File: config.mk
export PLATFORM = sky130hd
export DESIGN_NAME = branch_pc_unit_flat
export DESIGN_NICKNAME = d
export VERILOG_FILES = /design/src/rtl/src_pkg.sv /design/src/rtl/branch_pc_unit_if.sv /design/src/rtl/pc_reg.sv /design/src/rtl/branch_pc_unit.sv /design/src/flat_wrapper.sv
export SDC_FILE = /design/constraint.sdc
export NUM_CORES = 1
export LEC_CHECK = 0
export BUFFER_PORTS_ARGS = -buffer_cell sky130_fd_sc_hd__buf_2
export CAP_MARGIN = 30
export CORE_MARGIN = 2
export CORE_UTILIZATION = 28
export DETAILED_ROUTE_END_ITERATION = 8
export GPL_TIMING_DRIVEN = 0
export PLACE_DENSITY_LB_ADDON = 0.08
export SLEW_MARGIN = 40
export SYNTH_ARGS = -nofsm -noshare
export SYNTH_HDL_FRONTEND = slang
export SYNTH_HIERARCHICAL = 1
export SYNTH_SLANG_ARGS = --single-unit
File: constraint.sdc
create_clock -name clk -period 3.7 [get_ports clk]
set_input_delay 0.74 -clock clk [delete_from_list [all_inputs] [get_ports clk]]
set_output_delay 0.74 -clock clk [all_outputs]
set_load 0.02 [all_outputs]
File: src/rtl/src_pkg.sv
// Shared types and defaults for the branch/PC unit: the resolution FSM states
// and the reset-time parameters.
package src_pkg;

   typedef enum logic [2:0] {
      IDLE    = 3'd0,
      EVAL    = 3'd1,
      WAIT    = 3'd2,
      RESOLVE = 3'd3,
      DONE    = 3'd4
   } state_e;

   localparam int          C_W_DEF      = 19;
   localparam logic [31:0] RESET_PC_DEF = 32'h0000_0000;

endpackage : src_pkg

File: src/rtl/branch_pc_unit_if.sv
// Request/status bundle between the sequencer and the branch/PC unit.
interface branch_pc_unit_if;

   logic        start;
   logic [31:0] ir;
   logic        pc_inc;
   logic        pc_load;
   logic [31:0] pc_load_val;
   logic        con_out;
   logic        con_in;
   logic [31:0] pc;
   logic        busy;
   logic        done;
   logic        taken;

   modport master (
      output start, ir, pc_inc, pc_load, pc_load_val, con_out,
      input  con_in, pc, busy, done, taken
   );

   modport slave (
      input  start, ir, pc_inc, pc_load, pc_load_val, con_out,
      output con_in, pc, busy, done, taken
   );

endinterface : branch_pc_unit_if

File: src/rtl/pc_reg.sv
// 32-bit program counter register with asynchronous active-low clear and a
// load enable.
module pc_reg
   import src_pkg::*;
#(
   parameter logic [31:0] RESET_PC = RESET_PC_DEF
) (
   input  logic        clk,
   input  logic        clear_n,
   input  logic        load_en,
   input  logic [31:0] d,
   output logic [31:0] q
);

   // PC storage: clear to RESET_PC, otherwise load when enabled.
   always_ff @(posedge clk or negedge clear_n) begin
      if (!clear_n) begin
         q <= RESET_PC;
      end else if (load_en) begin
         q <= d;
      end else begin
         q <= q;
      end
   end

endmodule : pc_reg

File: src/rtl/branch_pc_unit.sv
// Program counter with increment/absolute load and a multi-cycle conditional
// branch resolver that strobes the external CON flip-flop.
module branch_pc_unit
   import src_pkg::*;
#(
   parameter logic [31:0] RESET_PC = RESET_PC_DEF,
   parameter int          C_W      = C_W_DEF
) (
   input  logic             clk,
   input  logic             clear_n,
   branch_pc_unit_if.slave  bus
);

   state_e      state_r;
   logic        con_in_r;
   logic        busy_r;
   logic        done_r;
   logic        taken_r;
   logic [31:0] pc_s;
   logic [31:0] pc_d_s;
   logic        pc_we_s;
   logic [31:0] disp_s;
   logic        unused_ir_s;

   // Upper IR bits carry the condition code consumed by the external CON logic.
   assign unused_ir_s = ^bus.ir[31:C_W];
   assign disp_s      = {{(32 - C_W){bus.ir[C_W-1]}}, bus.ir[C_W-1:0]};

   // Next-PC select; only IDLE requests and a taken branch in RESOLVE write.
   always_comb begin
      pc_we_s = 1'b0;
      pc_d_s  = pc_s;
      case (state_r)
         IDLE: begin
            if (bus.pc_load) begin
               pc_we_s = 1'b1;
               pc_d_s  = bus.pc_load_val;
            end else if (bus.start) begin
               pc_we_s = 1'b0;
               pc_d_s  = pc_s;
            end else if (bus.pc_inc) begin
               pc_we_s = 1'b1;
               pc_d_s  = pc_s + 32'd1;
            end else begin
               pc_we_s = 1'b0;
               pc_d_s  = pc_s;
            end
         end
         RESOLVE: begin
            if (bus.con_out) begin
               pc_we_s = 1'b1;
               pc_d_s  = pc_s + disp_s;
            end else begin
               pc_we_s = 1'b0;
               pc_d_s  = pc_s;
            end
         end
         default: begin
            pc_we_s = 1'b0;
            pc_d_s  = pc_s;
         end
      endcase
   end

   pc_reg #(
      .RESET_PC (RESET_PC)
   ) u_pc_reg (
      .clk     (clk),
      .clear_n (clear_n),
      .load_en (pc_we_s),
      .d       (pc_d_s),
      .q       (pc_s)
   );

   // Resolution FSM; status outputs are set alongside the state they describe.
   always_ff @(posedge clk or negedge clear_n) begin
      if (!clear_n) begin
         state_r  <= IDLE;
         con_in_r <= 1'b0;
         busy_r   <= 1'b0;
         done_r   <= 1'b0;
         taken_r  <= 1'b0;
      end else begin
         case (state_r)
            IDLE: begin
               if (!bus.pc_load && bus.start) begin
                  state_r  <= EVAL;
                  con_in_r <= 1'b1;
                  busy_r   <= 1'b1;
               end else begin
                  state_r  <= IDLE;
               end
            end
            EVAL: begin
               state_r  <= WAIT;
               con_in_r <= 1'b0;
            end
            WAIT: begin
               state_r <= RESOLVE;
            end
            RESOLVE: begin
               state_r <= DONE;
               taken_r <= bus.con_out;
               done_r  <= 1'b1;
            end
            DONE: begin
               state_r <= IDLE;
               done_r  <= 1'b0;
               busy_r  <= 1'b0;
            end
            default: begin
               state_r  <= IDLE;
               con_in_r <= 1'b0;
               busy_r   <= 1'b0;
               done_r   <= 1'b0;
            end
         endcase
      end
   end

   assign bus.pc     = pc_s;
   assign bus.con_in = con_in_r;
   assign bus.busy   = busy_r;
   assign bus.done   = done_r;
   assign bus.taken  = taken_r;

endmodule : branch_pc_unit

File: src/flat_wrapper.sv
// flat-port wrapper written by rule: the top's interface ports become plain ports
module branch_pc_unit_flat import src_pkg::*;
#(
   parameter logic [31:0] RESET_PC = RESET_PC_DEF,
   parameter int          C_W      = C_W_DEF
)
  (clk, clear_n, bus_start, bus_ir, bus_pc_inc, bus_pc_load, bus_pc_load_val, bus_con_out, bus_con_in, bus_pc, bus_busy, bus_done, bus_taken);
  branch_pc_unit_if bus_i ();
  input  logic clk;
  input  logic clear_n;
  input wire logic [$bits(bus_i.start)-1:0] bus_start;
  input wire logic [$bits(bus_i.ir)-1:0] bus_ir;
  input wire logic [$bits(bus_i.pc_inc)-1:0] bus_pc_inc;
  input wire logic [$bits(bus_i.pc_load)-1:0] bus_pc_load;
  input wire logic [$bits(bus_i.pc_load_val)-1:0] bus_pc_load_val;
  input wire logic [$bits(bus_i.con_out)-1:0] bus_con_out;
  output wire logic [$bits(bus_i.con_in)-1:0] bus_con_in;
  output wire logic [$bits(bus_i.pc)-1:0] bus_pc;
  output wire logic [$bits(bus_i.busy)-1:0] bus_busy;
  output wire logic [$bits(bus_i.done)-1:0] bus_done;
  output wire logic [$bits(bus_i.taken)-1:0] bus_taken;
  assign bus_i.start = bus_start;
  assign bus_i.ir = bus_ir;
  assign bus_i.pc_inc = bus_pc_inc;
  assign bus_i.pc_load = bus_pc_load;
  assign bus_i.pc_load_val = bus_pc_load_val;
  assign bus_i.con_out = bus_con_out;
  assign bus_con_in = bus_i.con_in;
  assign bus_pc = bus_i.pc;
  assign bus_busy = bus_i.busy;
  assign bus_done = bus_i.done;
  assign bus_taken = bus_i.taken;
  branch_pc_unit #(.RESET_PC(RESET_PC), .C_W(C_W)) u_core (.clk(clk), .clear_n(clear_n), .bus(bus_i));
endmodule
---- Word-level counts from Yosys, hierarchy flattened ----
Index checks and enable logic that the tools add are counted.
storage, ports and cells
  bits of input ports ..................... 70
  logic and storage cells ................. 44
  ROM bits ................................ 0
  memory bits (writable) .................. 0
  bits in latches ......................... 0
  memories ................................ 0
  bits in registers ....................... 39
operators by class
  bitwise operators ....................... 2
  reductions and logical operators ........ 10
  order comparisons ....................... 0
  add/sub/neg operators ................... 2
  multipliers ............................. 0
  equality and inequality tests ........... 8
  multiplexer cells ....................... 16
  div/mod/pow operators ................... 0
  shifts and indexed selects .............. 0
operator list
  cell                   number
  $mux 32                4
  $pmux 32 s2            1
  $add 32x1->32 const B  1
  $add 32x32->32         1
  $pmux 3 s4             1
  $reduce_or 3->1        3
  $pmux 1 s2             4
  $eq 3x2->1 const B     2
  $mux 1                 6
  $ne 3x3->1 const B     2
  $reduce_and 5->1       1
  $reduce_and 2->1       2
  $eq 3x1->1 const B     1
  $eq 3x3->1 const B     1
  $logic_not 3->1        1
  $ne 2x1->1 const B     1
  $ne 2x2->1 const B     1
  $not 1->1              2
  $reduce_bool 2->1      1
  $logic_and 1x1->1      1
  $logic_not 1->1        1

---- Longest topological paths before layout ----
  depth after elaboration ................. 5
  depth in mapped cells ................... 14
  gate-level depth less buffers ........... 14

---- Modules after synthesis ----
The synthesis kept the hierarchy.
modules (own cells, without submodules)
  module          area each (µm²)  instances  cells each  seq. area each (µm²)
  branch_pc_unit  3274.4           1          500         175.2
  pc_reg          1345.0           1          68          800.8

---- Least setup slack after synthesis ----
OpenSTA, ideal clock, no wires.
  kind .................................... in2reg
  start point ............................. in bus_ir[17]
  end point ............................... reg u_core.u_pc_reg.q[31]
  buffers on the path ..................... 1
  required time ........................... 3.575 ns
  slack ................................... 0.282 ns
  arrival ................................. 3.293 ns
  cell stages on the path ................. 13
  setup time .............................. 0.125 ns
  cell sequence ........................... ha_1 -> buf_6 -> a21o_1 -> a31o_1 -> a221oi_2 -> o221ai_2 -> a221oi_2 -> a21oi_2 -> a221oi_2 -> xor2_1 -> o211ai_1 -> o311ai_1 -> mux2_2
between the ends
  longest elaborated chain between the ends .. 3
ends and longest elaborated chain
  element                      line                  source
  from (decl)                  flat_wrapper.sv:12    input wire logic [$bits(bus_i.ir)-1:0] bus_ir;
  $add 32x32->32               branch_pc_unit.sv:52  pc_d_s = pc_s + disp_s;
  $mux 32                      branch_pc_unit.sv:50  if (bus.con_out) begin
  $pmux 32 s2                  branch_pc_unit.sv:33  case (state_r)
  named net u_core.pc_d_s[31]  branch_pc_unit.sv:20  logic [31:0] pc_d_s;
  to (signal assigned)         pc_reg.sv:22          q <= q;
  to (decl)                    pc_reg.sv:12          output logic [31:0] q
The timed path passes the listed nets, and every way through them passes these cells. The select of a mux whose other input is x is not followed.
A chain may end at the register's enable or synchronous reset.

---- Final worst setup path ----
Same ends and word-level chain as after synthesis.

==> metrics.txt <==
outcome=completed; Fmax=0.284 GHz; Mean Syn Cell Area=8.13 µm²; Cell variety after synth=58; GRT Total Usage=0.192; Placed Instances=875; area of the mapped netlist=4620 µm²; Lkg Pwr=2.51 nW; ant diodes=0; CP startpoint=bus_ir[17]; fraction of layout cells with a size suffix above 1=0.223; worst path required time=3880 ps; Die ar.=17500 µm²; initial antenna violation count=0; final worst-path setup slack=176 ps; number of flops mapped to enable cells by yosys=0; Slew Viols, Final=0; Antenna Nets Post-Route=0; fillcell total=1771; drt wl/cell=19.4 µm; Final Non-Filler Cells=883; VDD IR max=322 µV; crit share post-route=0.952; Max Cap Viol=0; routability congestion estimate=0.835; H-Tree Depth=2; clk_lat worst skew=290 ps; endpoint type of the worst setup path=register; clock buffers created by TritonCTS=5; Fin Hold WS=428 ps; Design Area, Final=5520 µm²; Final Skew=5.88 ps; crit path capture=u_core/u_pc_reg/q[31]$_DFFE_PN0P_; worst-path maximum fanout=9; DRT Pass-1 Iters=4; reg2reg path depth=12; Initial Utilization=0.289; dpl cell area=5350 µm²; pin slew with the least headroom to its limit=753 ps; Synth Net Count=671; main flop type after synthesis=dfrtp_1; Final Core Density=0.345; Setup WS pre-CTS=-384 ps; Post-DP HPWL=12900 µm; first-pass GRT wire length=26300 µm; DRC=0; vias per cell=5.39; worst hold path class=primary input to asynchronous set/reset pin; P per Cell Area=876 nW/µm²; CTS clk-pin slew, worst paths=70 ps; Fin. Hold Viols=0; global route overflow=0; RSZ-0062 raised after global routing=no; Via Count=4756; IO Count=106; Die Ht=132 µm; core area=16000 µm²; Clock Tree Buf Depth=2; commonest non-fill, non-tap cells in the layout=91 x buf_2, 55 x o21ai_0, 50 x nor2_1, 49 x nand2_1, 39 x dfrtp_1; Post-CTS Setup Inserts=0; CP Launch Type=primary input; NumNets Final=769; reg2reg setup slack=270 ps; sequential share of the synthesized area=0.211; R2R Path End=u_core/u_pc_reg/q[31]$_DFFE_PN0P_; vias in the first global route=4687; largest net degree at the start of global routing=40; CTS tree=built; WP data arrival=3710 ps; DRT Wirelength=17200 µm; Synth-to-Final Area Change=19.6%; footprint of the multi-input gates=3420 µm²; # setup viols final=0; Iter 0 DRT Violations=232; Pwr Total=4.84 mW; commonest non-fill, non-tap cell in the layout=buf_2; Crit Path Category=primary input to register; clk sinks=39; CTS root buffer=clkbuf_16; setup tns final=0 ps; ys async rst share=1.00; worst rel slew slack=0.496; r2r startpoint=u_core/u_pc_reg/q[7]$_DFFE_PN0P_; Synth Register Bits=39; YS warnings=6; Port Buffers=91; Cell Rows=46; storage element area=976 µm²; Post-Synthesis Cells=568; Die W=132 µm; Tmin final=3520 ps
## routing by layer
layer / up-vias / part of all wire / global-route usage
met5: - / 0 / 0
met4: 0 / 0.016 / 0.0520
met3: 19 / 0.044 / 0.0230
met2: 131 / 0.46 / 0.317
met1: 2293 / 0.48 / 0.265
li1: 2313 / - / -
## cells in the mapped netlist, types with 5 or more instances
master	instances	area [µm²]
o21a_1	6	45.0
xnor2_1	20	175
nor3_1	9	45.0
a21oi_1	36	180
a21o_1	19	143
inv_1	19	71.3
a22oi_1	22	165
nand2b_1	5	31.3
clkbuf_1	21	78.8
xor2_1	18	158
mux2_4	30	450
nand3_1	20	100
nor2_1	51	191
nand4_1	12	75.1
o31ai_1	5	37.5
ha_1	32	400
o211ai_1	5	37.5
dfrtp_1	39	976
o21ai_0	57	285
and3_1	12	75.1
a31oi_1	6	37.5
nand2_1	49	184
o221ai_1	11	96.3
## registers in the layout (all words and copies together), names as in the netlist
signal,count
u_core/bus.taken,1
u_core/bus.busy,1
u_core/bus.done,1
u_core/bus.con_in,1
u_core/u_pc_reg/q,32
u_core/state_r,3
## power breakdown
group | switching, mW | leakage (nW) | internal, mW | total [mW]
registers | 0.350 | 0.493 | 0.621 | 0.971
clock network | 0.200 | 0.0658 | 0.249 | 0.449
logic | 1.91 | 1.95 | 1.50 | 3.42
total | 2.46 | 2.51 | 2.37 | 4.84
## cells by family (layout without fill, tap and decap cells)
group	Yosys count	count (layout)	share of synthesized area
fa+ha+maj	33	33	0.0910
xor+xnor	38	38	0.0720
simple gates	178	178	0.184
flops	39	39	0.211
mux	36	36	0.111
compound gates	194	194	0.275
buf+inv	50	149	0.0555
## repair_timing
| item | 4_1_cts | 5_1_grt |
|---|---|---|
| pin swaps | 0 | 1 |
| hold buffers | 0 | 0 |
| setup endpoints to repair | 1 | 14 |
| endpoints found under the hold margin | 0 | 0 |
| resized for setup | 1 | 5 |
## worst min-delay path by stage
stage	depth (start not counted)	start	end	slack, ps
after floorplan	0	clear_n	u_core/bus.busy$_DFFE_PN0P_	440
after global routing	1	clear_n	u_core/u_pc_reg/q[10]$_DFFE_PN0P_	470
after CTS	1	clear_n	u_core/u_pc_reg/q[13]$_DFFE_PN0P_	470
after detailed placement	2	u_core/bus.taken$_DFFE_PN0P_	u_core/bus.taken$_DFFE_PN0P_	500
after global placement	2	u_core/bus.taken$_DFFE_PN0P_	u_core/bus.taken$_DFFE_PN0P_	500
final	1	clear_n	u_core/u_pc_reg/q[13]$_DFFE_PN0P_	430
## worst max-delay path, stage by stage
cell and delay (ps):
buf_2 100, ha_1 290, buf_6 140, a21o_1 190
a31o_1 200, a221oi_2 340, o221ai_2 180, a221oi_4 340
a21oi_2 170, a221oi_2 300, xor2_1 140, o211ai_1 190
o311ai_1 110, mux2_2 270
## layout make-up
class | instances | share of cell area
Buffer | 31 | 0.0335
Inverter | 19 | 0.0129
Sequential cell | 39 | 0.177
Multi-Input combinational cell | 479 | 0.619
Tap cell | 216 | 0.0489
Clock inverter | 3 | 0.00362
Timing Repair Buffer | 91 | 0.0829
Clock buffer | 5 | 0.0227
Power figures use the tool's default switching activity.
